### src/rtl/nrisc_pc_stack_ctrl_pkg.sv
// nrisc_pc_stack_ctrl_pkg: shared constants, pc_op and FSM encodings for the PC/stack controller.
package nrisc_pc_stack_ctrl_pkg;
  localparam int TAM_DEF          = 16;
  localparam int N_IDATA          = 16;
  localparam int ADDR_W_DEF       = 10;
  localparam int STACK_DEPTH_DEF  = 16;
  localparam int N_IRQ_DEF        = 8;
  localparam int IRQ_BASE_DEF     = 0;
  localparam int FLUSH_CYCLES_DEF = 2;
  localparam bit HALT_ON_ERR_DEF  = 1'b1;
  localparam logic [N_IDATA-1:0] NOP = '0;
  typedef enum logic [1:0] {OP_SEQ = 2'b00, OP_JMP = 2'b01, OP_CALL = 2'b10, OP_RET = 2'b11} pc_op_e;
  typedef enum logic [1:0] {ST_RUN = 2'd0, ST_FLUSH = 2'd1, ST_HALT = 2'd2} state_e;
endpackage

### src/rtl/nrisc_ret_stack.sv
// nrisc_ret_stack: LIFO of return addresses; top reads 0 when empty.
module nrisc_ret_stack #(
  parameter int DEPTH = 16,
  parameter int W = 10
) (
  input  logic                     clk,
  input  logic                     rst_n,
  input  logic                     i_push,
  input  logic                     i_pop,
  input  logic [W-1:0]             i_data,
  output logic                     o_full,
  output logic                     o_empty,
  output logic [W-1:0]             o_top,
  output logic [$clog2(DEPTH):0]   o_count
);
  localparam int AW = $clog2(DEPTH);
  localparam logic [AW:0] FULL = (AW+1)'(DEPTH);
  logic [W-1:0] r_mem [DEPTH];
  logic [AW:0] r_cnt;
  logic [AW-1:0] w_idx;
  assign o_full = r_cnt == FULL;
  assign o_empty = r_cnt == '0;
  assign o_count = r_cnt;
  assign w_idx = AW'(r_cnt - 1'b1);
  assign o_top = o_empty ? '0 : r_mem[w_idx];
  always_ff @(posedge clk or negedge rst_n)
    if (!rst_n) r_cnt <= '0;
    else if (i_push && !o_full) r_cnt <= r_cnt + 1'b1;
    else if (i_pop && !o_empty) r_cnt <= r_cnt - 1'b1;
  // contents need no reset: entries are only read below the count
  always_ff @(posedge clk)
    if (i_push && !o_full) r_mem[r_cnt[AW-1:0]] <= i_data;
endmodule

### src/rtl/nrisc_pc_stack_ctrl.sv
// nrisc_pc_stack_ctrl: program counter, return stack, interrupt entry/exit and fetch-flush control.
module nrisc_pc_stack_ctrl
  import nrisc_pc_stack_ctrl_pkg::*;
#(
  parameter int ADDR_W       = ADDR_W_DEF,
  parameter int TAM          = TAM_DEF,
  parameter int STACK_DEPTH  = STACK_DEPTH_DEF,
  parameter int N_IRQ        = N_IRQ_DEF,
  parameter int IRQ_BASE     = IRQ_BASE_DEF,
  parameter int FLUSH_CYCLES = FLUSH_CYCLES_DEF,
  parameter bit HALT_ON_ERR  = HALT_ON_ERR_DEF
) (
  input  logic                          clk,
  input  logic                          rst_n,
  input  logic [N_IDATA-1:0]            i_imem_data,
  output logic [ADDR_W-1:0]             o_imem_addr,
  output logic                          o_imem_en,
  output logic [N_IDATA-1:0]            o_instr_out,
  input  logic [1:0]                    i_pc_op,
  input  logic [ADDR_W-1:0]             i_tgt_addr,
  input  logic                          i_stall,
  input  logic [N_IRQ-1:0]              i_irq_req,
  input  logic                          i_irq_en,
  input  logic                          i_reti,
  output logic [N_IRQ-1:0]              o_irq_ack,
  output logic                          o_in_isr,
  output logic [TAM-1:0]                o_link_out,
  output logic [$clog2(STACK_DEPTH):0]  o_sp,
  output logic                          o_stk_ovf,
  output logic                          o_stk_unf,
  input  logic                          i_err_clr
);
  localparam logic [1:0] FL_LAST = 2'(FLUSH_CYCLES - 1);
  state_e r_state, w_nxt_state;
  pc_op_e w_op;
  logic [ADDR_W-1:0] r_pc, w_nxt_pc, w_vec, w_push_data, w_top;
  logic [1:0] r_cnt, w_nxt_cnt;
  logic r_isr, w_nxt_isr, r_ovf, w_nxt_ovf, r_unf, w_nxt_unf;
  logic [N_IRQ-1:0] r_ack, w_nxt_ack, w_irq_low;
  logic w_go, w_irq, w_push_req, w_pop_req, w_full, w_empty, w_push, w_pop;

  assign w_op = pc_op_e'(i_pc_op);
  assign w_go = r_state == ST_RUN && !i_stall;
  assign w_irq = i_irq_en && !r_isr && |i_irq_req;
  assign w_irq_low = i_irq_req & (~i_irq_req + N_IRQ'(1));
  // reti outranks pc_op, the interrupt outranks both
  assign w_push_req = w_irq || (!i_reti && w_op == OP_CALL);
  assign w_pop_req = !w_irq && (i_reti || w_op == OP_RET);
  assign w_push = w_go && w_push_req && !w_full;
  assign w_pop = w_go && w_pop_req && !w_empty;
  assign w_push_data = w_irq ? r_pc : r_pc + ADDR_W'(1);

  always_comb begin
    w_vec = ADDR_W'(IRQ_BASE);
    for (int k = 0; k < N_IRQ; k++)
      if (w_irq_low[k]) w_vec = ADDR_W'(IRQ_BASE + k);
  end

  nrisc_ret_stack #(.DEPTH(STACK_DEPTH), .W(ADDR_W)) u_stack (
    .clk     (clk),
    .rst_n   (rst_n),
    .i_push  (w_push),
    .i_pop   (w_pop),
    .i_data  (w_push_data),
    .o_full  (w_full),
    .o_empty (w_empty),
    .o_top   (w_top),
    .o_count (o_sp)
  );

  always_comb begin
    w_nxt_state = r_state;
    w_nxt_pc = r_pc;
    w_nxt_cnt = r_cnt;
    w_nxt_isr = r_isr;
    w_nxt_ack = '0;
    w_nxt_ovf = r_ovf;
    w_nxt_unf = r_unf;
    if (!i_stall) begin
      if (i_err_clr) begin
        w_nxt_ovf = 1'b0;
        w_nxt_unf = 1'b0;
      end
      case (r_state)
        ST_HALT: if (i_err_clr) w_nxt_state = ST_RUN;
        ST_FLUSH: begin
          w_nxt_cnt = r_cnt == FL_LAST ? 2'd0 : r_cnt + 2'd1;
          if (r_cnt == FL_LAST) w_nxt_state = ST_RUN;
        end
        default: begin
          if ((w_push_req && w_full) || (w_pop_req && w_empty)) begin
            if (w_push_req) w_nxt_ovf = 1'b1;
            if (w_pop_req) w_nxt_unf = 1'b1;
            if (HALT_ON_ERR) w_nxt_state = ST_HALT;
            else w_nxt_pc = r_pc + ADDR_W'(1);
          end else if (w_push_req || w_pop_req || w_op == OP_JMP) begin
            w_nxt_state = ST_FLUSH;
            w_nxt_cnt = 2'd0;
            w_nxt_pc = w_irq ? w_vec : w_pop_req ? w_top : i_tgt_addr;
            if (w_irq) w_nxt_isr = 1'b1;
            if (w_irq) w_nxt_ack = w_irq_low;
            if (w_pop_req && i_reti) w_nxt_isr = 1'b0;
          end else w_nxt_pc = r_pc + ADDR_W'(1);
        end
      endcase
    end
  end

  always_ff @(posedge clk or negedge rst_n)
    if (!rst_n) begin
      r_state <= ST_RUN;
      r_pc <= '0;
      r_cnt <= '0;
      r_isr <= 1'b0;
      r_ovf <= 1'b0;
      r_unf <= 1'b0;
      r_ack <= '0;
    end else begin
      r_state <= w_nxt_state;
      r_pc <= w_nxt_pc;
      r_cnt <= w_nxt_cnt;
      r_isr <= w_nxt_isr;
      r_ovf <= w_nxt_ovf;
      r_unf <= w_nxt_unf;
      r_ack <= w_nxt_ack;
    end

  assign o_imem_addr = r_pc;
  assign o_imem_en = w_go;
  assign o_instr_out = w_go ? i_imem_data : NOP;
  assign o_irq_ack = r_ack;
  assign o_in_isr = r_isr;
  assign o_link_out = TAM'(w_top);
  assign o_stk_ovf = r_ovf;
  assign o_stk_unf = r_unf;
endmodule

### config.mk
export PLATFORM = sky130hd
export DESIGN_NAME = nrisc_pc_stack_ctrl
export DESIGN_NICKNAME = d
export VERILOG_FILES = /design/src/rtl/nrisc_pc_stack_ctrl_pkg.sv /design/src/rtl/nrisc_ret_stack.sv /design/src/rtl/nrisc_pc_stack_ctrl.sv
export SDC_FILE = /design/constraint.sdc
export NUM_CORES = 1
export LEC_CHECK = 0
export CAP_MARGIN = 20
export CORE_UTILIZATION = 46
export DETAILED_ROUTE_END_ITERATION = 8
export PLACE_DENSITY = 0.79
export REMOVE_ABC_BUFFERS = 1
export SLEW_MARGIN = 10
export SYNTH_ARGS = -nofsm -noshare
export SYNTH_HDL_FRONTEND = slang
export SYNTH_HIERARCHICAL = 1
export SYNTH_SLANG_ARGS = --single-unit
export TNS_END_PERCENT = 5
### constraint.sdc
create_clock -name clk -period 3.2 [get_ports clk]
set_input_delay 0.64 -clock clk [delete_from_list [all_inputs] [get_ports clk]]
set_output_delay 0.64 -clock clk [all_outputs]
set_load 0.02 [all_outputs]
==> results_dict.tcl <==
set metrics [dict create \
    outcome "finished with violations" \
    violated_checks "design-rule violations" \
    detail_route.iter0.violations 671 \
    ys_async_sr_fraction 0.158 \
    post-layout-total-power_mw 10.9 \
    ys.warnings.count 6 \
    most_used_dff_post_synth "edfxtp_1" \
    insertedDiodeCount 0 \
    area_growth_pct 26.7 \
    number_of_standard_cells_after_synthesis 552 \
    remaining_drc_errors 40 \
    wirelength_um 22000 \
    max_cap_check_violation_count 0 \
    hold_class "reg2reg" \
    seq_area_um2 5560 \
    setup-violations-final 0 \
    drt_pass1_iterations 7 \
    detailed_place_hpwl_um 14200 \
    setup-tns-final_ps 0 \
    chipWidth_um 139 \
    cts_tree "done" \
    worstSkewPairLatency_ps 430 \
    whs_ps 507 \
    crit_required_ps 2560 \
    die_height_um 139 \
    ioPinCount 101 \
    cp-start-kind "register" \
    post_synthesis_sequential_area_ratio 0.648 \
    placement.io_buffers 94 \
    maximum_number_of_pins_on_one_net_before_global_route_repair 31 \
    final_core_util 0.599 \
    max_freq_mhz 320 \
    static_power_due_to_leakage_nw 3.92 \
    detailroute.via_count 5542 \
    grt-ovfl-total 0 \
    relSlewSlack 0.268 \
    cts.sinks 190 \
    cellPowerDensity_nw_per_um2 1000 \
    final_layout_size_suffix_gt1_frac 0.242 \
    synth_area_leader "edfxtp_1" \
    multi_input_area_um2 2920 \
    critPathCaptureType "primary output" \
    rows 49 \
    cts_hold_buffers 0 \
    worst_ep_arrival_time_ps 2490 \
    worst-slew-pin-transition_ps 1090 \
    fillers 1321 \
    grt_use_total 0.240 \
    cts-root-to-sink-buffers 2 \
    synth-edff-count 160 \
    crit_fanout 10 \
    finalNetCount 749 \
    yosysUniqueCellTypes 64 \
    postSynthRegisterBits 190 \
    min_period_over_period 0.978 \
    final-hold-violation-count 0 \
    ctsRootBufferMaster "clkbuf_16" \
    path_class "reg2out" \
    number_of_antenna_violations_at_the_first_check_in_global_routing 0 \
    report.final.slew_viol_count 0 \
    cts-htree-levels 4 \
    viasPerCell 5.89 \
    hold_path_depth 2 \
    syn_area_um2 8580 \
    synthTopCellsByArea "edfxtp_1 (56%), mux4_2 (11%), dfrtp_1 (8.8%)" \
    first_global_vias 5714 \
    design.die.area_um2 19200 \
    fin_crit_ps 3130 \
    path_clk_slew_ps 80 \
    route.detailed.wl_per_inst_um 23.4 \
    irDropWorstVdd_v 0.000815 \
    reg2regPathDepth 8 \
    fin_worst_skew_ps 14.0 \
    start_util 0.473 \
    synth_top_area_frac 0.560 \
    syn-mean-instance-area_um2 15.5 \
    place.gp.congestion 0.881 \
    floorplan.core_area_um2 18100 \
    grt_first_pass_wirelength_um 33700 \
    cts_made_buffers 17 \
    final_antenna_net_count 0 \
]
[synthesized netlist by cell type, types with 5 or more instances]
cell	n
xor2_1	5
o21ai_1	9
inv_1	8
nor2b_1	6
nor3_1	10
buf_4	7
mux4_2	40
and3_1	10
edfxtp_1	160
buf_2	11
xnor2_1	8
a21oi_1	11
nand2b_1	9
mux2i_1	30
dfrtp_1	30
o22ai_1	10
o21ai_0	9
and2_1	19
nand3_1	22
nand2_1	24
clkbuf_1	11
ha_1	8
nor2_1	34
[path summary, 6_finish.rpt]
kind / startpoint / end / slack, ps
min reg2reg: r_cnt[1] / r_cnt[1] / 510
min: r_cnt[1] / r_cnt[1] / 510
max reg2reg: u_stack/o_count[0] / u_stack/r_mem[10][5] / 530
max in group asynchronous: rst_n / o_irq_ack[5] / 2290
max: u_stack/o_count[0] / o_link_out[0] / 70
min in group asynchronous: rst_n / u_stack/o_count[2] / 600
[layout make-up]
| type | count | share of cell area |
|---|---|---|
| sequential | 190 | 0.511 |
| multi-input combinational | 328 | 0.269 |
| timing repair buffer | 154 | 0.134 |
| clock buffer | 18 | 0.0395 |
| tap | 229 | 0.0264 |
| clock inverter | 14 | 0.0173 |
| inverter | 8 | 0.00276 |
[registers in the layout (all words and copies together) (netlist names)]
name and cells:
r_state 2, u_stack/r_mem 160, o_stk_ovf 1, o_stk_unf 1, o_irq_ack 8, o_in_isr 1, o_imem_addr 10, u_stack/o_count 5
r_cnt 2
[worst max-delay path, cell delays in order, from the launching register on]
cell and delay [ps]:
dfrtp_2 440, inv_1 130, ha_4 190, or4b_4 500, nand2_1 120, buf_8 190
o22ai_2 160, clkdlybuf4s15_1 320
[cells in the final DEF, fill, tap and decap left out, types with 4 or more instances in the layout]
cell,n
a21oi_1,11
and2_1,19
and3_1,10
buf_12,5
buf_4,51
clkbuf_16,17
clkbuf_2,6
clkdlybuf4s50_1,84
clkinv_8,4
conb_1,6
dfrtp_1,29
edfxtp_1,160
ha_1,7
inv_1,8
inv_8,4
mux2i_1,26
mux4_2,40
nand2_1,24
nand2b_1,9
nand3_1,22
nor2_1,34
nor2b_1,6
nor3_1,10
o21ai_0,9
o21ai_1,9
o22ai_1,5
o22ai_2,5
xnor2_1,6
xor2_1,5
[repair_timing]
| item | 4_1_cts | 5_1_grt |
|---|---|---|
| setup buffers | 0 | 0 |
| cloned | 1 | 0 |
| endpoints found under the setup margin | 10 | 9 |
| resized for setup | 25 | 21 |
[metal layers]
metal,up-vias,track usage,share of wire
li1,2433,-,-
met3,55,0.0539,0.097
met2,333,0.389,0.47
met1,2721,0.308,0.39
met4,0,0.115,0.042
met5,-,0,0
[where the power goes]
group	internal (mW)	switching, mW
logic	2.32	2.98
registers	3.22	0.214
clock network	1.14	1.03
total	6.67	4.22
[kinds of logic after synthesis]
group / Yosys count / share of synthesized area
flip-flops: 190 / 0.648
AND/OR/NAND/NOR: 158 / 0.102
multiplexers: 73 / 0.145
AO/OA/AOI/OAI: 70 / 0.0567
buffers and inverters: 39 / 0.0235
XOR/XNOR: 13 / 0.0133
adder cells (fa/ha/maj): 8 / 0.0117
other: 1 / 0.000437
[stage by stage]
| stage | cells | setup slack [ps] | area (um2) |
|---|---|---|---|
| floorplan | 526 | -1990 | 8430 |
| global placement | 906 | 46.0 | 10200 |
| detailed placement | 906 | -94.4 | 10200 |
| CTS | 939 | 0.761 | 10800 |
| global route | 941 | -2.08 | 10900 |
| finish | 941 | 70.8 | 10900 |
Note: power is estimated with default switching activity, not from simulation.
